## config.mk

```make
export PLATFORM = sky130hd
export DESIGN_NAME = seq_game_ctrl
export DESIGN_NICKNAME = d
export VERILOG_FILES = /design/src/rtl/seq_game_ctrl_pkg.sv /design/src/rtl/seq_game_ctrl_phase_timer.sv /design/src/rtl/seq_game_ctrl.sv
export SDC_FILE = /design/constraint.sdc
export NUM_CORES = 1
export LEC_CHECK = 0
export CELL_PAD_IN_SITES_DETAIL_PLACEMENT = 1
export CELL_PAD_IN_SITES_GLOBAL_PLACEMENT = 1
export CORE_MARGIN = 5
export CORE_UTILIZATION = 30
export DETAILED_ROUTE_END_ITERATION = 16
export PLACE_DENSITY = 0.57
export SETUP_SLACK_MARGIN = 0.4
export SKIP_CTS_REPAIR_TIMING = 1
export SLEW_MARGIN = 20
export SYNTH_ARGS = -nofsm -noshare
export SYNTH_HDL_FRONTEND = slang
export SYNTH_SLANG_ARGS = --single-unit
```

## constraint.sdc

```tcl
create_clock -name clk -period 6.95 [get_ports clk]
set_clock_uncertainty 0.2 [all_clocks]
set_input_delay 1.39 -clock clk [delete_from_list [all_inputs] [get_ports clk]]
set_output_delay 1.39 -clock clk [all_outputs]
set_load 0.005 [all_outputs]
```

## src/rtl/seq_game_ctrl_pkg.sv

```systemverilog
// seq_game_ctrl_pkg: shared state encoding and symbol codes for the sequence game
package seq_game_ctrl_pkg;
  localparam int SYM_W = 2;
  typedef enum logic [2:0] {ST_IDLE, ST_SHOW, ST_GAP, ST_INPUT, ST_WIN, ST_LOSE} state_t;
  localparam logic [SYM_W-1:0] SYM_0 = 2'd0;
  localparam logic [SYM_W-1:0] SYM_1 = 2'd1;
  localparam logic [SYM_W-1:0] SYM_2 = 2'd2;
  localparam logic [SYM_W-1:0] SYM_ILLEGAL = 2'b11;
  function automatic int max3(input int a, input int b, input int c);
    return (a > b) ? ((a > c) ? a : c) : ((b > c) ? b : c);
  endfunction
endpackage

```

## src/rtl/seq_game_ctrl_phase_timer.sv

```systemverilog
// phase_timer: loadable down-counter that saturates at zero; o_expire marks the last cycle of a phase
module phase_timer #(
  parameter int W = 8
) (
  input  logic         clk,
  input  logic         reset,
  input  logic         i_load,
  input  logic [W-1:0] i_value,
  output logic         o_expire
);
  logic [W-1:0] r_cnt;
  always_ff @(posedge clk)
    r_cnt <= reset ? '0 : i_load ? i_value : r_cnt - W'(r_cnt != '0);
  assign o_expire = r_cnt == '0;
endmodule

```

## src/rtl/seq_game_ctrl.sv

```systemverilog
// seq_game_ctrl: Simon-style playback of a latched symbol pattern and checking of player presses
module seq_game_ctrl
  import seq_game_ctrl_pkg::*;
#(
  parameter int NUM_SYMS       = 9,
  parameter int SHOW_CYCLES    = 25_000_000,
  parameter int GAP_CYCLES     = 12_500_000,
  parameter int TIMEOUT_CYCLES = 250_000_000
) (
  input  logic                      clk,
  input  logic                      reset,
  input  logic                      start,
  input  logic [SYM_W*NUM_SYMS-1:0] pattern,
  input  logic                      pattern_valid,
  input  logic                      btn_valid,
  input  logic [SYM_W-1:0]          btn_sym,
  output logic                      show_valid,
  output logic [SYM_W-1:0]          show_sym,
  output logic [3:0]                round,
  output logic                      busy,
  output logic                      win,
  output logic                      lose
);
  localparam int PW = SYM_W * NUM_SYMS;
  localparam int MAXC = max3(SHOW_CYCLES, GAP_CYCLES, TIMEOUT_CYCLES);
  localparam int TW = MAXC > 1 ? $clog2(MAXC) : 1;
  localparam logic [TW-1:0] L_SHOW = TW'(SHOW_CYCLES - 1);
  localparam logic [TW-1:0] L_GAP  = TW'(GAP_CYCLES - 1);
  localparam logic [TW-1:0] L_TO   = TW'(TIMEOUT_CYCLES - 1);
  localparam logic [3:0]    LAST_R = 4'(NUM_SYMS);
  state_t r_state, w_state_n;
  logic [PW-1:0] r_pat, w_pat_n;
  logic [3:0] r_idx, w_idx_n, r_round, w_round_n;
  logic w_load, w_expire, w_illegal, w_last;
  logic [TW-1:0] w_load_val;
  logic [SYM_W-1:0] w_sym;
  phase_timer #(.W(TW)) u_timer (
    .clk      (clk),
    .reset    (reset),
    .i_load   (w_load),
    .i_value  (w_load_val),
    .o_expire (w_expire)
  );
  always_comb begin
    w_illegal = 1'b0;
    for (int i = 0; i < NUM_SYMS; i++)
      w_illegal |= pattern[SYM_W*i +: SYM_W] == SYM_ILLEGAL;
  end
  assign w_sym  = SYM_W'(r_pat >> (SYM_W * r_idx));
  assign w_last = r_idx == r_round - 4'd1;
  always_comb begin
    w_state_n  = r_state;
    w_pat_n    = r_pat;
    w_idx_n    = r_idx;
    w_round_n  = r_round;
    w_load     = 1'b0;
    w_load_val = '0;
    case (r_state)
      ST_SHOW: if (w_expire) begin
        w_state_n  = ST_GAP;
        w_load     = 1'b1;
        w_load_val = L_GAP;
      end
      ST_GAP: if (w_expire) begin
        w_load     = 1'b1;
        w_state_n  = w_last ? ST_INPUT : ST_SHOW;
        w_idx_n    = w_last ? 4'd0 : r_idx + 4'd1;
        w_load_val = w_last ? L_TO : L_SHOW;
      end
      ST_INPUT: if (btn_valid) begin
        if (btn_sym != w_sym) w_state_n = ST_LOSE;
        else if (!w_last) begin
          w_idx_n    = r_idx + 4'd1;
          w_load     = 1'b1;
          w_load_val = L_TO;
        end else if (r_round == LAST_R) w_state_n = ST_WIN;
        else begin
          w_state_n  = ST_SHOW;
          w_round_n  = r_round + 4'd1;
          w_idx_n    = 4'd0;
          w_load     = 1'b1;
          w_load_val = L_SHOW;
        end
      end else if (w_expire) w_state_n = ST_LOSE;
      default: if (start && pattern_valid && !w_illegal) begin
        w_state_n  = ST_SHOW;
        w_pat_n    = pattern;
        w_round_n  = 4'd1;
        w_idx_n    = 4'd0;
        w_load     = 1'b1;
        w_load_val = L_SHOW;
      end
    endcase
  end
  always_ff @(posedge clk) begin
    if (reset) begin
      r_state <= ST_IDLE;
      r_pat   <= '0;
      r_idx   <= '0;
      r_round <= '0;
    end else begin
      r_state <= w_state_n;
      r_pat   <= w_pat_n;
      r_idx   <= w_idx_n;
      r_round <= w_round_n;
    end
  end
  assign show_valid = r_state == ST_SHOW;
  assign show_sym   = show_valid ? w_sym : SYM_0;
  assign round      = r_round;
  assign busy       = r_state inside {ST_SHOW, ST_GAP, ST_INPUT};
  assign win        = r_state == ST_WIN;
  assign lose       = r_state == ST_LOSE;
endmodule
```

After elaboration in Yosys (flattened, before gate mapping)
Index checks and enable logic that the tools add are counted.

Output and inout bits: 10. Logic and storage cells: 104. Input port bits: 25. Register bits: 57.

Bitwise logic cells: 11. Equality and inequality tests: 26. Reduce and logical (&&, ||, !) cells: 15. Mux-type cells: 42. Shift operators: 1. Add/sub/neg operators: 4.

Operators by type and width (count): 28-bit two-way mux (6); 28-bit case mux with 3 select lines (1); 25-bit two-way mux (2); 4-bit two-way mux (12); 28-bit logical NOT (1); 28-bit nonzero test (1); 28-bit by 1-bit subtractor with 28-bit output (1); 24-bit two-way mux (1); 3-bit two-way mux (8); 2-bit equality test, second input constant (9); 18-bit by 5-bit right shift with 2-bit output (1); 4-bit case mux with 3 select lines (1); 6-bit AND reduction (2); 3-bit case mux with 3 select lines (1); 4-bit by 1-bit adder with 4-bit output, second input constant (2); 2-bit inequality test, second input constant (4); 1-bit OR (8); 4-bit case mux with 2 select lines (1); 3-bit by 2-bit equality test with 1-bit output, second input constant (2); 3-bit equality test, second input constant (2); 1-bit two-way mux (6); 3-bit nonzero test (2); 5-bit AND reduction (1); 4-bit equality test (1); 18 further kinds (23).

Logic depth before layout (Yosys ltp)
Gate-level depths: netlist of run 1.

Depth in word-level cells: 14. Mapped depth: 12. Gate-level depth less buffers: 11.

Modules after synthesis
From an unflattened synthesis of run 1, not the netlist that was laid out.

Cells, all modules: 400. Area total of the unflattened synthesis: 3365.7 sq um.

By module, submodules not included: seq_game_ctrl (times used 1, area an instance 1831.8 sq um, seq. area each 580.6 sq um, cells an instance 213); phase_timer (times used 1, area an instance 1534.0 sq um, seq. area each 560.5 sq um, cells an instance 187).

Worst setup path after synthesis of run 1
OpenSTA, ideal clock, no wires.

Path type: input to register. From: input pattern[5]. To: register r_pat[10]. Required time: 6.622 ns. Cell stages on the path: 7. Slack: 3.634 ns. Path buffers: 1. Data arrival time: 2.988 ns. Library setup time: 0.128 ns. Path through: a222oi_1 and3_1 nand3_1 nor2_1 clkbuf_1 mux2i_1 nor2_1.

Longest elaborated chain between the ends: 11.

RTL lines: from (decl) (RTL line seq_game_ctrl.sv:13) `input logic [SYM_W*NUM_SYMS-1:0] pattern,`; 2-bit equality test (RTL line seq_game_ctrl.sv:47) `w_illegal |= pattern[SYM_W*i +: SYM_W] == SYM_ILLEGAL;`; 1-bit OR (7 in a row) (RTL line seq_game_ctrl.sv:47); 1-bit logical NOT (RTL line seq_game_ctrl.sv:85) `default: if (start && pattern_valid && !w_illegal) begin`; 1-bit logical AND (RTL line seq_game_ctrl.sv:85); 2-bit AND reduction (no line); to (signal assigned) (RTL line seq_game_ctrl.sv:103) `r_pat <= w_pat_n;`; to (decl) (RTL line seq_game_ctrl.sv:32) `logic [PW-1:0] r_pat, w_pat_n;`.

Every way passes these cells. A chain may end at the register's enable or synchronous reset.

Worst setup path after layout of run 1
From: register r_idx[0]. To: output show_sym[1].

Longest elaborated chain between the ends: 2.

RTL lines: from (decl) (RTL line seq_game_ctrl.sv:33) `logic [3:0] r_idx, w_idx_n, r_round, w_round_n;`; from (signal assigned) (RTL line seq_game_ctrl.sv:104) `r_idx <= w_idx_n;`; 18-bit by 5-bit right shift with 2-bit output (RTL line seq_game_ctrl.sv:49) `assign w_sym = SYM_W'(r_pat >> (SYM_W * r_idx));`; 2-bit two-way mux (RTL line seq_game_ctrl.sv:109) `assign show_sym = show_valid ? w_sym : SYM_0;`; to (decl) (RTL line seq_game_ctrl.sv:18) `output logic [SYM_W-1:0] show_sym,`.

Every way passes these cells.

==> impl_metrics.toml, run 1 <==
[run_status]
status = "finished clean"

[hold_path]
holdPathEnd = "u_timer.r_cnt[7]$_SDFF_PP0_"
hold_class = "reg -> reg"
hold_path_depth = 2
min_from = "u_timer.r_cnt[7]$_SDFF_PP0_"

[yosys]
async_flop_share_pct = 0
synth_area_per_cell_um2 = 8.62
yosysWarningCount = 0
synth_edf_count = 0
synth_cell_type_count = 57
synthesis.nets = 390
synthFlopType = "dfxtp_1"
seq_area_frac_synth_pct = 36.9
synthCells = 359
syn-cell-area_mm2 = 0.00309
yosys_register_bits = 57

[pwr]
p_leak_uw = 0.00132
ir_drop_mv = 0.143
power.density_mw_per_mm2 = 363

[clock_tree]
numCtsBuffers = 9
path_clk_slew_ns = 0.07
clock-root-buffer = "clkbuf_8"
clock-sinks = 57
clock_path_buffers = 2
cts_tree = "built"
clk_latency_ns = 0.34
cts.htree.levels = 3

[die]
start_util_pct = 30.4
dieHeight_um = 112
die_w_um = 112
core_mm2 = 0.0102
ios = 35
die_area_mm2 = 0.0124
row_count = 37

[timing]
rsz0062_at_grt = "false"
relSlewSlack_pct = 51.3
period_minus_slack_ns = 4.20
hold_violations = 0
worst_pin_slew_ns = 0.724
setup_viol = 0
tns_ns = 0
period_share_pct = 60.4
holdWs_ns = 0.261
max_freq_mhz = 238
drv_slew = 0

[detailed_routing]
drtIter0Drc = 109
vias = 2747
wl_um = 8720
via_per_inst = 5.18
ant_nets = 0
wl_per_cell_um = 16.5
firstDrtPassIters = 4
drc = 0

[final_layout]
finalInstanceArea_mm2 = 0.00381
area_delta_synth_final_pct = 23.1
postLayoutCoreUtil_pct = 37.4
layout.nets = 420
final_cells = 530
diodes = 0
drive_gt1_share_pct = 8.38

[worst_setup_path]
worstPathMaxFanout = 13
ff2ff_setup_slack_ns = 3.33
worstPathRequired_ns = 5.36
r2r_cells = 11
crit_buf_inv = 1
slowest_stage = "dfxtp_1"
r2r_start = "u_timer.r_cnt[21]$_SDFF_PP0_"
cp_data_arrival_time_ns = 2.61
critical_path.endpoint_type = "output pin"
critical_path_class = "reg -> out"
cp-start-kind = "flop"
r2r-end = "u_timer.r_cnt[26]$_SDFF_PP0_"
critical_path.max_stage_delay_ns = 0.68
path_cells = "mux4_2 > mux2i_1 > o21ai_0 > and2_1 > clkdlybuf4s50_1"
path_delay_family = "multiplexers"

[global_route]
grt_antenna_before_repair = 0
grt_first_pass_wirelength_um = 14900
grt_pass1_vias = 2939
overflow = 0
grt_start_max_net_pins = 48
grt_usage_pct = 14.7

[place]
numPlacedInstances = 514
dp_hpwl_um = 6450
dpl_cell_area_mm2 = 0.00354
port_buffers = 34
place_congestion = 0.741

[job]
cap_violations = 0
through the flow:
step / total power, µW / setup WS, ns
2_1_floorplan: 864 / 3.63
3_3_place_gp: 966 / 2.89
3_5_place_dp: 976 / 2.87
4_1_cts: 1400 / 2.71
5_1_grt: 1490 / 2.62
6_report: 1380 / 2.75
worst register-to-register path: stages, from the launching register on:
cell and delay [ns]:
dfxtp_1 0.35, or4_4 0.56, or4_1 0.43, or3_1 0.49
ha_1 0.29, ha_1 0.26, nand3_1 0.25, nor2_1 0.12
nand2_1 0.18, or4_1 0.15, xor2_1 0.14, o21ai_1 0.06
layout by cell type, fill, tap and decap left out, drive strengths merged, types with 5 or more instances in the layout:
master         netlist  routed
a21oi               25      25
and3                 5       5
clkbuf              13      12
clkdlybuf4s50        0      34
dfxtp               57      57
ha                   6       6
inv                 11      11
mux2i               23      23
nand2               17      17
nand3               13      13
nor2                45      45
nor3                14      14
nor4                 7       7
o211ai               6       6
o21ai               12      12
or3                  7       7
xnor2               22      22
xor2                12      12
power breakdown:
part	total, µW	leakage, µW	internal (µW)	switching, µW
sequential	483	0.000463	408	74.4
combinational	486	0.000731	232	254
clock	413	0.000129	268	145
total	1380	0.00132	908	473
kinds of logic (layout without fill, tap and decap cells):
group	count (synthesis)	after routing	synth area share, %
adders and majority gates	6	6	2.43
AOI/OAI and AO/OA	74	74	15.7
and+or+nand+nor	135	135	22.6
DFF	57	57	36.9
muxes	25	25	8.90
xor gates and xnor gates	34	34	9.63
buffers and inverters	28	63	3.84
layer usage:
layer	share of wire [%]	global-route usage, %	up-vias
met5	0	0	-
met4	2.0	5.43	0
met3	2.6	2.88	12
met2	51	26.6	31
met1	44	17.1	1350
li1	-	-	1354
worst max-delay path by stage:
stage	startpoint	to	cells past startpoint
finish	r_idx[0]$_SDFFE_PP0P_	show_sym[1]	5
global route	r_idx[0]$_SDFFE_PP0P_	show_sym[1]	5
detailed placement	pattern[5]	u_timer.r_cnt[25]$_SDFF_PP0_	8
global placement	pattern[5]	u_timer.r_cnt[23]$_SDFF_PP0_	8
CTS	r_idx[0]$_SDFFE_PP0P_	show_sym[1]	5
floorplan	pattern[5]	r_pat[10]$_SDFFE_PP0P_	7
Yosys cell counts, drive strengths merged, types with 3 or more instances:
cell	instances	share of area, %
clkbuf	13	1.6
nor4	7	1.4
o21bai	4	0.97
xor2	12	3.4
nor3	14	2.3
ha	6	2.4
nand3b	3	0.85
and3	5	1.2
nand2b	4	0.81
buf	4	0.93
or4	4	1.1
o211ai	6	1.5
o22ai	4	1.0
nor2	45	5.5
nand3	13	2.1
a21o	3	0.73
nand2	17	2.1
mux2i	23	7.4
or3	7	1.6
a22oi	3	0.73
dfxtp	57	37
inv	11	1.3
o21ai	12	1.9
xnor2	22	6.2
nand4	4	0.81
a21oi	25	4.3
area by class of cell:
cell class,instances,area [µm²]
repair buffers,36,355
multi-input cells,274,1840
flip-flops and latches,57,1140
clock buffers,12,165
fillers,1231,6380
inverters,11,41.3
clock inverters,4,97.6
well taps,136,170
sequential cells by signal, summed over array words and instances (netlist names):
register       count
r_idx              4
r_pat             18
round              4
u_timer.r_cnt     28
r_state            3
Note: power is estimated with default switching activity, not from simulation.
==> run 2, diff against run 1 <==
PLACE_DENSITY = 0.59   (was 0.57)
clock period = 3.45 ns   (was 6.95 ns; I/O delays follow)
==> run 2 against run 1 <==
Net effect:
- utilization increased by 2.2 points
- clock-buffer cell count down 2
- sequential cell count unchanged
- critical path type is now reg -> reg
- largest cell class unchanged
- highest routed layer unchanged
==> impl_metrics.toml, run 2 (synthesis gave the netlist of run 1 again) <==
[run_status]
status = "finished clean"

[detailed_routing]
dr_wl_met3_um = 203
drc = 0
highest_layer = "met4"
via_per_inst = 5.06
wl_met2_um = 4560
drtIter0Drc = 93
wl_um = 8960
wl_per_cell_um = 16.2
wl_met1_um = 4080
vias = 2806
ant_nets = 0
firstDrtPassIters = 4

[worst_setup_path]
r2r_cells = 8
path_common_cell = "or4_4"
critical_path.endpoint_type = "flop"
critical_path.max_stage_delay_ns = 0.55
worstPathRequired_ns = 3.50
cp_data_arrival_time_ns = 3.04
worstPathMaxFanout = 7
path_cells = "or4_4 > or4_4 > or3_4 > buf_4 > or2_2 > o22ai_4 > nor2_2 > o32ai_2"
path_delay_family = "simple AND/OR/NAND/NOR gates"
cp_num_cells = 8
cp-start-kind = "flop"
critical_path_class = "reg -> reg"
slowest_stage = "or4_4"
crit_buf_inv = 1

[timing]
relSlewSlack_pct = 60.4
worst_pin_slew_ns = 0.589
rsz0062_at_grt = "true"
drv_slew = 0
max_freq_mhz = 335
period_share_pct = 86.6
setup_ws_ns = 0.461
setup_viol = 0
tns_ns = 0
hold_violations = 0
period_minus_slack_ns = 2.99

[die]
die_area_mm2 = 0.0124
die_w_um = 112
dieHeight_um = 112
ios = 35
core_mm2 = 0.0102
start_util_pct = 30.4
row_count = 37

[pwr]
p_leak_uw = 0.00144
ir_drop_mv = 0.320
total_power_uw = 2760
power.density_mw_per_mm2 = 685

[place]
dp_slack_ns = 0.255
place_congestion = 0.819
port_buffers = 34
dp_hpwl_um = 6640
numPlacedInstances = 528

[global_route]
grt_start_max_net_pins = 30
grt_pass1_vias = 2961
overflow = 0
grt_antenna_before_repair = 0
grt_usage_pct = 14.6
grt_first_pass_wirelength_um = 14800

[clock_tree]
clock_path_buffers = 2
path_clk_slew_ns = 0.07
cts_tree = "built"
clock-root-buffer = "clkbuf_8"
numCtsBuffers = 9
clk_latency_ns = 0.34
cts.htree.levels = 3
clock-sinks = 57

[final_layout]
final_cells = 554
diodes = 0
postLayoutCoreUtil_pct = 39.6
reg.largest.list = "u_timer.r_cnt x28, r_pat x18"
regMostFlops = "u_timer.r_cnt"
drive_gt1_share_pct = 19.1
layout.nets = 446
largest_reg_flops = 28
area_delta_synth_final_pct = 30.3
mostFrequentLayoutCells = "dfxtp_1 (53), nor2_1 (42), clkdlybuf4s50_1 (33), buf_4 (27)"
final_common_cell = "dfxtp_1"

[job]
cap_violations = 0

[hold_path]
hold_class = "reg -> reg"
hold_path_depth = 2
[run 2: cell types whose count changed in the layout (fill, tap and decap cells not counted), moves of 3 or more]
| cell | change |
|---|---|
| a21oi_2 | +3 |
| bufinv_16 | -3 |
| clkbuf_8 | -3 |
| dfxtp_4 | +4 |
| a21oi_1 | -3 |
| buf_4 | +25 |
| clkinv_2 | +3 |
| dfxtp_1 | -4 |
[run 2: final timing paths]
path | startpoint | endpoint | slack [ns]
max | u_timer.r_cnt[21]$_SDFF_PP0_ | r_idx[2]$_SDFFE_PP0P_ | 0.46
min | u_timer.r_cnt[7]$_SDFF_PP0_ | u_timer.r_cnt[7]$_SDFF_PP0_ | 0.26
max reg2reg | u_timer.r_cnt[21]$_SDFF_PP0_ | r_idx[2]$_SDFFE_PP0P_ | 0.46
min reg2reg | u_timer.r_cnt[7]$_SDFF_PP0_ | u_timer.r_cnt[7]$_SDFF_PP0_ | 0.26
[run 2: layer usage]
metal	global-route usage, %	vias to the layer above
li1	-	1398
met1	17.8	1364
met2	25.4	34
met3	3.42	10
met4	4.54	0
met5	0	-
[run 2: area by class of cell]
| cell class | count | area, µm² |
|---|---|---|
| timing repair buffer | 62 | 566 |
| clock inverter | 4 | 22.5 |
| fill | 1209 | 6150 |
| inverter | 11 | 41.3 |
| sequential | 57 | 1160 |
| tap | 136 | 170 |
| clock buffer | 10 | 128 |
| multi-input combinational | 274 | 1950 |
[run 2: stage by stage]
step,hold WS (ns),area [µm²]
after floorplan,0.231,3120
after global placement,0.248,3690
after detailed placement,0.253,3690
after CTS,0.263,3840
after global routing,0.276,4030
final,0.261,4030
[run 2: report_power, final]
| group | switching (µW) | internal, µW | total (µW) | leakage, µW |
|---|---|---|---|---|
| Clock | 276 | 249 | 525 | 0.0000778 |
| Sequential | 147 | 828 | 975 | 0.000466 |
| Combinational | 604 | 656 | 1260 | 0.000895 |
[run 2: worst min-delay path: cells and delay by family, from the launching register on]
kind	cells	cell delay (ns)
and+or+nand+nor	1	0.05
DFF	1	0.31
AOI/OAI and AO/OA	1	0.05
